[src/rtl/l5_fc_argmax.sv]
// l5_fc_argmax: final classifier stage. Captures 64 layer-4 activations
// (4 groups x 16 lanes), runs a 64x10 fully-connected layer against a
// registered weight ROM, adds biases and picks the highest class score.
//
// Handshake: strt is a level request; the frame starts on the first cycle
// strt is sampled high in IDLE. vld is a level that holds the result until
// tx_done is sampled. tx_done clears the frame from any state and
// overrides a simultaneous strt.
//
// The weight ROM (l5_rom) and the bias ROM (l5_rom_b) are constants
// supplied at instantiation through WGT and BIAS:
//   weight of input i, class c : WGT [90*i + 9*c +: 9]  (signed)
//   bias of class c            : BIAS[9*c +: 9]         (signed)
// The RD_LAT lower bound is 1: group 0 cannot arrive in the start cycle.
module l5_fc_argmax #(
    parameter int RD_LAT = 1,
    parameter int N_IN   = 64,
    parameter int N_CLS  = 10,
    parameter logic [N_IN*N_CLS*9-1:0] WGT  = '0,
    parameter logic [N_CLS*9-1:0]      BIAS = '0
) (
    input  logic                clk,
    input  logic                rst_n,
    input  logic                strt,
    input  logic                tx_done,
    input  logic [15:0][17:0]   din,
    output logic [3:0]          digit,
    output logic signed [35:0]  score,
    output logic                vld,
    output logic                busy
);

    localparam int         WW       = N_CLS * 9;
    localparam logic [7:0] CC_FIRST = 8'(RD_LAT);
    localparam logic [7:0] CC_LAST  = 8'(RD_LAT + 3);
    localparam logic [6:0] MAC_LAST = 7'(N_IN);
    localparam logic [3:0] ARG_LAST = 4'(N_CLS - 1);

    typedef enum logic [2:0] {
        S_IDLE, S_CAPT, S_MAC, S_BIAS, S_ARG, S_DONE
    } state_t;

    state_t        state_q, state_d;
    logic [7:0]    cc;                // capture counter, cycles since start
    logic [6:0]    mc;                // MAC cycle 0..64
    logic [3:0]    ak;                // argmax class index 0..9
    logic [17:0]   dbuf [N_IN];
    logic [WW-1:0] l5_rom_q;
    logic [WW-1:0] l5_rom_b;
    logic [35:0]   acc    [N_CLS];
    logic [26:0]   op_a;
    logic [26:0]   op_b   [N_CLS];
    logic [26:0]   prod   [N_CLS];
    logic [35:0]   prod_x [N_CLS];
    logic [35:0]   best_s, nb_s, acc_sel;
    logic [3:0]    best_i, nb_i;
    logic [5:0]    bidx;
    logic [1:0]    grp;

    assign l5_rom_b = BIAS;
    // The ROM word used in MAC cycle i was addressed in cycle i-1.
    assign bidx = 6'(mc - 7'd1);
    assign grp  = 2'(cc - CC_FIRST);

    // State register.
    always_ff @(posedge clk or negedge rst_n) begin
        if (!rst_n) state_q <= S_IDLE;
        else        state_q <= state_d;
    end

    // Next-state decode and status outputs; tx_done dominates everything.
    always_comb begin
        state_d = state_q;
        vld     = 1'b0;
        busy    = 1'b0;
        if (tx_done) begin
            state_d = S_IDLE;
        end else begin
            case (state_q)
                S_IDLE: if (strt) state_d = S_CAPT;
                S_CAPT: if (cc == CC_LAST) state_d = S_MAC;
                S_MAC:  if (mc == MAC_LAST) state_d = S_BIAS;
                S_BIAS: state_d = S_ARG;
                S_ARG:  if (ak == ARG_LAST) state_d = S_DONE;
                default: state_d = state_q;
            endcase
        end
        vld  = (state_q == S_DONE);
        busy = (state_q != S_IDLE) && (state_q != S_DONE);
    end

    // Weight ROM: registered read, address is the MAC cycle number.
    always_ff @(posedge clk) begin
        l5_rom_q <= WGT[int'(mc[5:0])*WW +: WW];
    end

    // Activation buffer: group g lands when cc = RD_LAT + g.
    always_ff @(posedge clk) begin
        if (state_q == S_CAPT && !tx_done && cc >= CC_FIRST && cc <= CC_LAST) begin
            for (int n = 0; n < 16; n++) dbuf[{grp, 4'(n)}] <= din[n];
        end
    end

    // 18x9 signed products, done at 27 bits then sign-extended to 36.
    always_comb begin
        op_a = {{9{dbuf[bidx][17]}}, dbuf[bidx]};
        for (int c = 0; c < N_CLS; c++) begin
            op_b[c]   = {{18{l5_rom_q[9*c+8]}}, l5_rom_q[9*c +: 9]};
            prod[c]   = op_a * op_b[c];
            prod_x[c] = {{9{prod[c][26]}}, prod[c]};
        end
    end

    // Running-best candidate: first class loads, later ones need strictly greater.
    always_comb begin
        acc_sel = '0;
        if (ak < 4'(N_CLS)) acc_sel = acc[ak];
        nb_s = best_s;
        nb_i = best_i;
        if (ak == 4'd0 || $signed(acc_sel) > $signed(best_s)) begin
            nb_s = acc_sel;
            nb_i = ak;
        end
    end

    // Counters, accumulators, argmax and result registers.
    always_ff @(posedge clk or negedge rst_n) begin
        if (!rst_n) begin
            cc     <= '0;
            mc     <= '0;
            ak     <= '0;
            best_s <= '0;
            best_i <= '0;
            digit  <= '0;
            score  <= '0;
            for (int c = 0; c < N_CLS; c++) acc[c] <= '0;
        end else if (tx_done) begin
            cc     <= '0;
            mc     <= '0;
            ak     <= '0;
            best_s <= '0;
            best_i <= '0;
            digit  <= '0;
            score  <= '0;
        end else begin
            case (state_q)
                S_IDLE: cc <= strt ? 8'd1 : 8'd0;
                S_CAPT: begin
                    cc <= cc + 8'd1;
                    if (cc == CC_LAST) begin
                        mc <= '0;
                        for (int c = 0; c < N_CLS; c++) acc[c] <= '0;
                    end
                end
                S_MAC: begin
                    mc <= mc + 7'd1;
                    if (mc != 7'd0) begin
                        for (int c = 0; c < N_CLS; c++) acc[c] <= acc[c] + prod_x[c];
                    end
                end
                S_BIAS: begin
                    ak <= '0;
                    for (int c = 0; c < N_CLS; c++)
                        acc[c] <= acc[c] + {{27{l5_rom_b[9*c+8]}}, l5_rom_b[9*c +: 9]};
                end
                S_ARG: begin
                    best_s <= nb_s;
                    best_i <= nb_i;
                    ak     <= ak + 4'd1;
                    if (ak == ARG_LAST) begin
                        digit <= nb_i;
                        score <= nb_s;
                    end
                end
                default: ;
            endcase
        end
    end

endmodule

[config.mk]
export PLATFORM = sky130hd
export DESIGN_NAME = l5_fc_argmax
export DESIGN_NICKNAME = d
export VERILOG_FILES = /design/src/rtl/l5_fc_argmax.sv
export SDC_FILE = /design/constraint.sdc
export NUM_CORES = 1
export LEC_CHECK = 0
export ABC_AREA = 1
export BUFFER_PORTS_ARGS = -buffer_cell sky130_fd_sc_hd__buf_2
export CAP_MARGIN = 20
export CORE_AREA = 2 2 130 132
export CTS_BUF_LIST = sky130_fd_sc_hd__clkbuf_8
export DETAILED_ROUTE_END_ITERATION = 6
export DIE_AREA = 0 0 132 134
export PLACE_DENSITY = 0.66
export SYNTH_ARGS = -nofsm -noshare
export SYNTH_HDL_FRONTEND = slang
export SYNTH_SLANG_ARGS = --single-unit
[constraint.sdc]
create_clock -name clk -period 2.2 [get_ports clk]
set_input_delay 0 -clock clk [delete_from_list [all_inputs] [get_ports clk]]
set_output_delay 0 -clock clk [all_outputs]
set_load 0.01 [all_outputs]
Word level (Yosys, flattened, before mapping)
Memories as Yosys holds them, arrays and structs flattened.
Cells that the tools add are included.
- flip-flop bits (word level): 552
- bits in writable memories: 1152
- bits of input ports: 292
- output and inout port bits: 42
- memories: 1
- memory list (memory ; words ; bits a word ; rd ports ; clocked after memory_dff ; wr ports ; line ; RTL):
    dbuf ; 64 ; 18 ; 1 ; 0 ; 16 ; 47 ; logic [17:0] dbuf [N_IN];
- add/subtract/negate cells: 15
- multipliers: 11
- $lt $le $gt $ge: 5
- equality and inequality tests: 15
- shift operators: 1
- multiplexer cells: 35
- bitwise logic cells: 2
- reduce and logical (&&, ||, !) cells: 21
- operators with widths (cell ; number):
    5760-bit by 14-bit indexed part select with 90-bit output, first input constant ; 1
    360-bit two-way mux ; 2
    360-bit one-hot mux with 2 select lines ; 1
    36-bit adder ; 10
    36-bit two-way mux ; 9
    18-bit by 9-bit multiplier with 27-bit output ; 10
    36-bit binary-select mux with 4-bit select ; 1
    36-bit > comparator ; 1
    4-bit two-way mux ; 7
    8-bit one-hot mux with 2 select lines ; 1
    3-bit two-way mux ; 5
    3-bit one-hot mux with 5 select lines ; 1
    7-bit two-way mux ; 2
    7-bit one-hot mux with 2 select lines ; 1
    6-bit by 6-bit multiplier with 12-bit output, second input constant ; 1
    3-bit inequality test, second input constant ; 4
    3-bit nonzero test ; 4
    8-bit by 1-bit adder with 8-bit output, second input constant ; 1
    8-bit by 3-bit equality test with 1-bit output, second input constant ; 1
    8-bit by 1-bit greater-or-equal comparator with 1-bit output, second input constant ; 1
    8-bit by 3-bit <= comparator with 1-bit output, second input constant ; 1
    8-bit two-way mux ; 1
    4-bit one-hot mux with 2 select lines ; 1
    7-bit by 1-bit adder with 7-bit output, second input constant ; 1
    other kinds (27) ; 37

Longest topological paths before layout
- depth in word-level cells: 11
- depth in mapped cells: 19
- gate-level depth less buffers: 18

Worst setup path after synthesis
Ideal clock, no wire load.
- path kind: register to register
- from: reg best_s[35]
- to: reg best_s[15]
- arrival: 1855 ps
- slack: 227 ps
- cell stages (with the launch flop): 18
- buffers on the path: 1
- clock period less this slack: 1973 ps
- cell sequence: dfrtp_1 -> inv_1 -> ha_1 -> nand2_1 -> nor2_2 -> nand2_2 -> nor2_2 -> nand2_1 -> nor2_2 -> nor2_1 -> nand2_1 -> nand2_2 -> nand3_4 -> nand2_4 -> inv_8 -> buf_12 -> nand3_1 -> o21ai_2
- longest elaborated chain between the ends: 5
- RTL lines (element ; line ; RTL):
    from (decl) ; 55 ; logic [35:0] best_s, nb_s, acc_sel;
    from (signal assigned) ; 167 ; best_s <= nb_s;
    36-bit > comparator ; 120 ; if (ak == 4'd0 || $signed(acc_sel) > $signed(best_s)) begin
    1-bit logical OR ; 120 ;
    36-bit two-way mux ; 120 ;
    36-bit two-way mux ; 146 ; case (state_q)
    36-bit two-way mux ; 137 ; end else if (tx_done) begin
No other way between the ends. The select of a mux whose other input is x is not followed.
A chain may end at the register's enable or synchronous reset.

Worst setup path in the final report
- from: reg best_s[18]
- to: reg digit[1]
- longest elaborated chain between the ends: 6
- RTL lines (element ; line ; RTL):
    36-bit > comparator ; 120 ;
    1-bit logical OR ; 120 ;
    4-bit two-way mux ; 120 ;
    4-bit two-way mux ; 170 ; if (ak == ARG_LAST) begin
    4-bit two-way mux ; 146 ;
    4-bit two-way mux ; 137 ;
    to (signal assigned) ; 171 ; digit <= nb_i;
    to (decl) ; 27 ; output logic [3:0] digit,
No other way between the ends. The select of a mux whose other input is x is not followed.

==> impl_metrics.ini <==
[routing]
viasPerCell = 4.80
drc = 0
drt-wirelength-per-cell_um = 13.4
antenna_left = 0
num_vias = 4880
wl_mm = 13.6
dr.pass1.iters = 5
drt_iter0_drc = 325

[cts]
h-tree-depth = 3
numCtsBuffers = 9
cts_buffer_depth = 2
clockRootBuffer = clkbuf_8
clock_sinks = 102
clock_latency_ps = 370
cts_tree = done
clk_pin_slew_ps = 110

[floorplan]
row_count = 47
io_pins = 334
start_util = 0.347
die_h_um = 134
dieArea_um2 = 17700
core_um2 = 16300
die_x_um = 132

[logic_synthesis]
ys_seq_area_frac = 0.452
synthXorXnorAreaFrac = 0.00465
synth_compound_area_frac = 0.0910
yosys_register_bits = 102
yosysWarnings = 0
synth_top_family_by_area = simple AND/OR/NAND/NOR gates
syn_area_um2 = 5650
synth-simple-area-share = 0.248
async_flop_share = 1.00
synth-adder-area-share = 0.0952
avgSynthCellArea_um2 = 8.44
netlist_instances = 669
synth-edff-count = 0
muxShareOfSynthArea = 0
yosysUniqueCellTypes = 38
ys.flop_type = dfrtp_1

[global_route]
antenna_found_initial = 0
grt_max_degree = 80
globalRouteOverflowTotal = 0
grt_pass1_wl_mm = 20.6
grt_use_total = 0.141
grt_pass1_vias = 4151

[outcome]
status = finished, final reports clean

[worst_setup_path]
crit_path_start_kind = flip-flop
reg2reg_from = best_s[18]
worstPathArrival_ps = 2450
endpoint_kind = flip-flop
crit_path_top_delay_cell = dfrtp_1
ff2ff_setup_slack_ps = 60
timing.rr.end = digit[1]
crit_required_ps = 2510
crit_chain = inv_2 -> ha_4 -> nand4_1 -> nor2_4 -> nand2_4 -> nor2_2 -> nor2_2 -> nand2_1 -> nand2_2 -> nand3_4 -> nand2_8 -> buf_6 -> nand2_4 -> nand4_1 -> nand2_1
ff2ff_path_depth = 15
critPathKind = reg2reg
cp_max_fo = 5
critical_path.max_stage_delay_ps = 410

[power]
power.density_nw_per_um2 = 563
leakagePower_nw = 3.64
fin_total_pwr_mw = 4.16
ir_drop_v = 0.000336

[placement]
portBuffers = 45
gp_congestion = 0.777
placed_cell_area_um2 = 6300
place_hpwl_mm = 8.43

[layout]
num_antenna_cells = 0
nFillCells = 1504
drive_gt1_frac = 0.280
design_area_um2 = 7380
final_nets = 1127
area_delta_synth_final_pct = 30.7

[sta]
grt_setup_unrepaired = yes
drv_slew = 0
setup_viol = 0
skew_ps = 12.8
fmax_mhz = 467
hold_violations = 0
finalCriticalPeriod_ps = 2140
fin_crit_sh = 0.973

[worst_hold_path]
worstHoldPathType = in2async

[run]
drv_cap = 0
-- per-stage QoR --
| stage | setup TNS, ps | util | worst slack [ps] | hold WS [ps] | std cells |
|---|---|---|---|---|---|
| detailed placement | 0 | 0.387 | 17.8 | 1.51 | 967 |
| global route | -2500 | 0.453 | -67.9 | 159 | 1017 |
| global placement | 0 | 0.387 | 7.04 | -4.87 | 967 |
| floorplan | 0 | - | 227 | -296 | 703 |
| CTS | 0 | 0.402 | 14.2 | 121 | 986 |
| finish | 0 | 0.453 | 59.8 | 131 | 1017 |
-- metal layers --
| layer | global-route usage | share of wire |
|---|---|---|
| met3 | 0.0197 | 0.031 |
| met4 | 0.0399 | 0.0074 |
| met5 | 0 | 0 |
| met2 | 0.221 | 0.48 |
| met1 | 0.204 | 0.49 |
-- repair_timing --
action,in CTS,in global routing
hold buffers,3,0
setup buffers,0,25
setup endpoints to repair,46,80
pin swaps,0,43
cloned,0,6
gates resized for setup,2,104
hold endpoints to repair,40,0
-- cells in the final DEF (no fill, tap or decap), types with 3 or more instances in the layout --
master         instances
a21oi_1               22
buf_12                 6
buf_2                 44
buf_4                 45
clkbuf_16              4
clkbuf_8              11
conb_1                36
dfrtp_1              102
dlygate4sd3_1          3
ha_1                  15
ha_4                  28
inv_1                 56
inv_2                 33
inv_6                  3
nand2_1              148
nand2_2               10
nand2_4                6
nand3_1               47
nand3_2                3
nand4_1               46
nor2_1                28
nor2_2                 3
nor2_4                 6
nor3_1                 7
o21ai_0               17
o21ai_1               31
o21ai_2                6
o22ai_1                3
o32ai_1                3
-- how the worst max path moves through the flow --
stage	startpoint	endpoint	slack (ps)	cells after the start
2_1_floorplan	best_s[35]	best_s[15]	230	17
3_3_place_gp	best_s[15]	score[28]	7	15
3_5_place_dp	best_s[15]	best_s[10]	20	15
4_1_cts	best_s[15]	score[25]	10	15
5_1_grt	best_s[15]	digit[1]	-70	17
6_report	best_s[18]	digit[1]	60	15
-- cells by family (layout without fill, tap and decap cells) --
family                     count (synthesis)  after routing
and+or+nand+nor                          310            310
DFF                                      102            102
AOI/OAI and AO/OA                         90             90
buffers and inverters                    119            213
xor gates and xnor gates                   3              3
adders and majority gates                 43             43
other                                      2             36
-- cell type report --
type,instances,area [um2],share of cell area
Tap cell,220,275,0.0373
Clock buffer,11,151,0.0205
Inverter,90,354,0.0480
Timing Repair Buffer,105,846,0.115
Sequential cell,102,2550,0.346
Multi-Input combinational cell,482,3120,0.423
Clock inverter,5,65.1,0.00882
Timing Repair inverter,2,17.5,0.00237
-- critical path, delay by kind of cell (launching register included) --
family / cells / cell delay, ps
buffers and inverters: 2 / 250
DFF: 1 / 410
and+or+nand+nor: 12 / 1280
adders and majority gates: 1 / 140
-- synthesized netlist by cell type (2+ instances only) --
library cell	instances	area, um2
nor2_2	4	25.0
nand4_1	46	288
buf_4	4	30.0
buf_2	9	45.0
dfrtp_1	102	2550
nor2_1	33	124
conb_1	2	7.51
clkbuf_1	8	30.0
buf_12	7	140
a21o_1	2	15.0
o21ai_1	30	150
nand2_2	2	12.5
xor2_1	2	17.5
o22ai_1	3	18.8
o21ai_2	6	52.6
nand3_1	50	250
nor3_1	8	40.0
inv_1	88	330
nand2_1	162	608
ha_1	43	538
o21ai_0	18	90.1
a21oi_1	22	110
o32ai_1	3	26.3
-- state kept, by name (all words and copies together) (netlist names) --
name     cells
cc           8
digit        4
mc           7
state_q      3
score       36
ak           4
best_s      36
best_i       4
-- where the power goes --
part           switching (mW)  total [mW]  leakage [nW]  internal (mW)
registers              0.0537        1.98          1.42           1.92
logic                   0.563       0.889          2.11          0.326
clock network           0.689        1.29         0.104          0.601
Note: power is estimated with default switching activity, not from simulation.
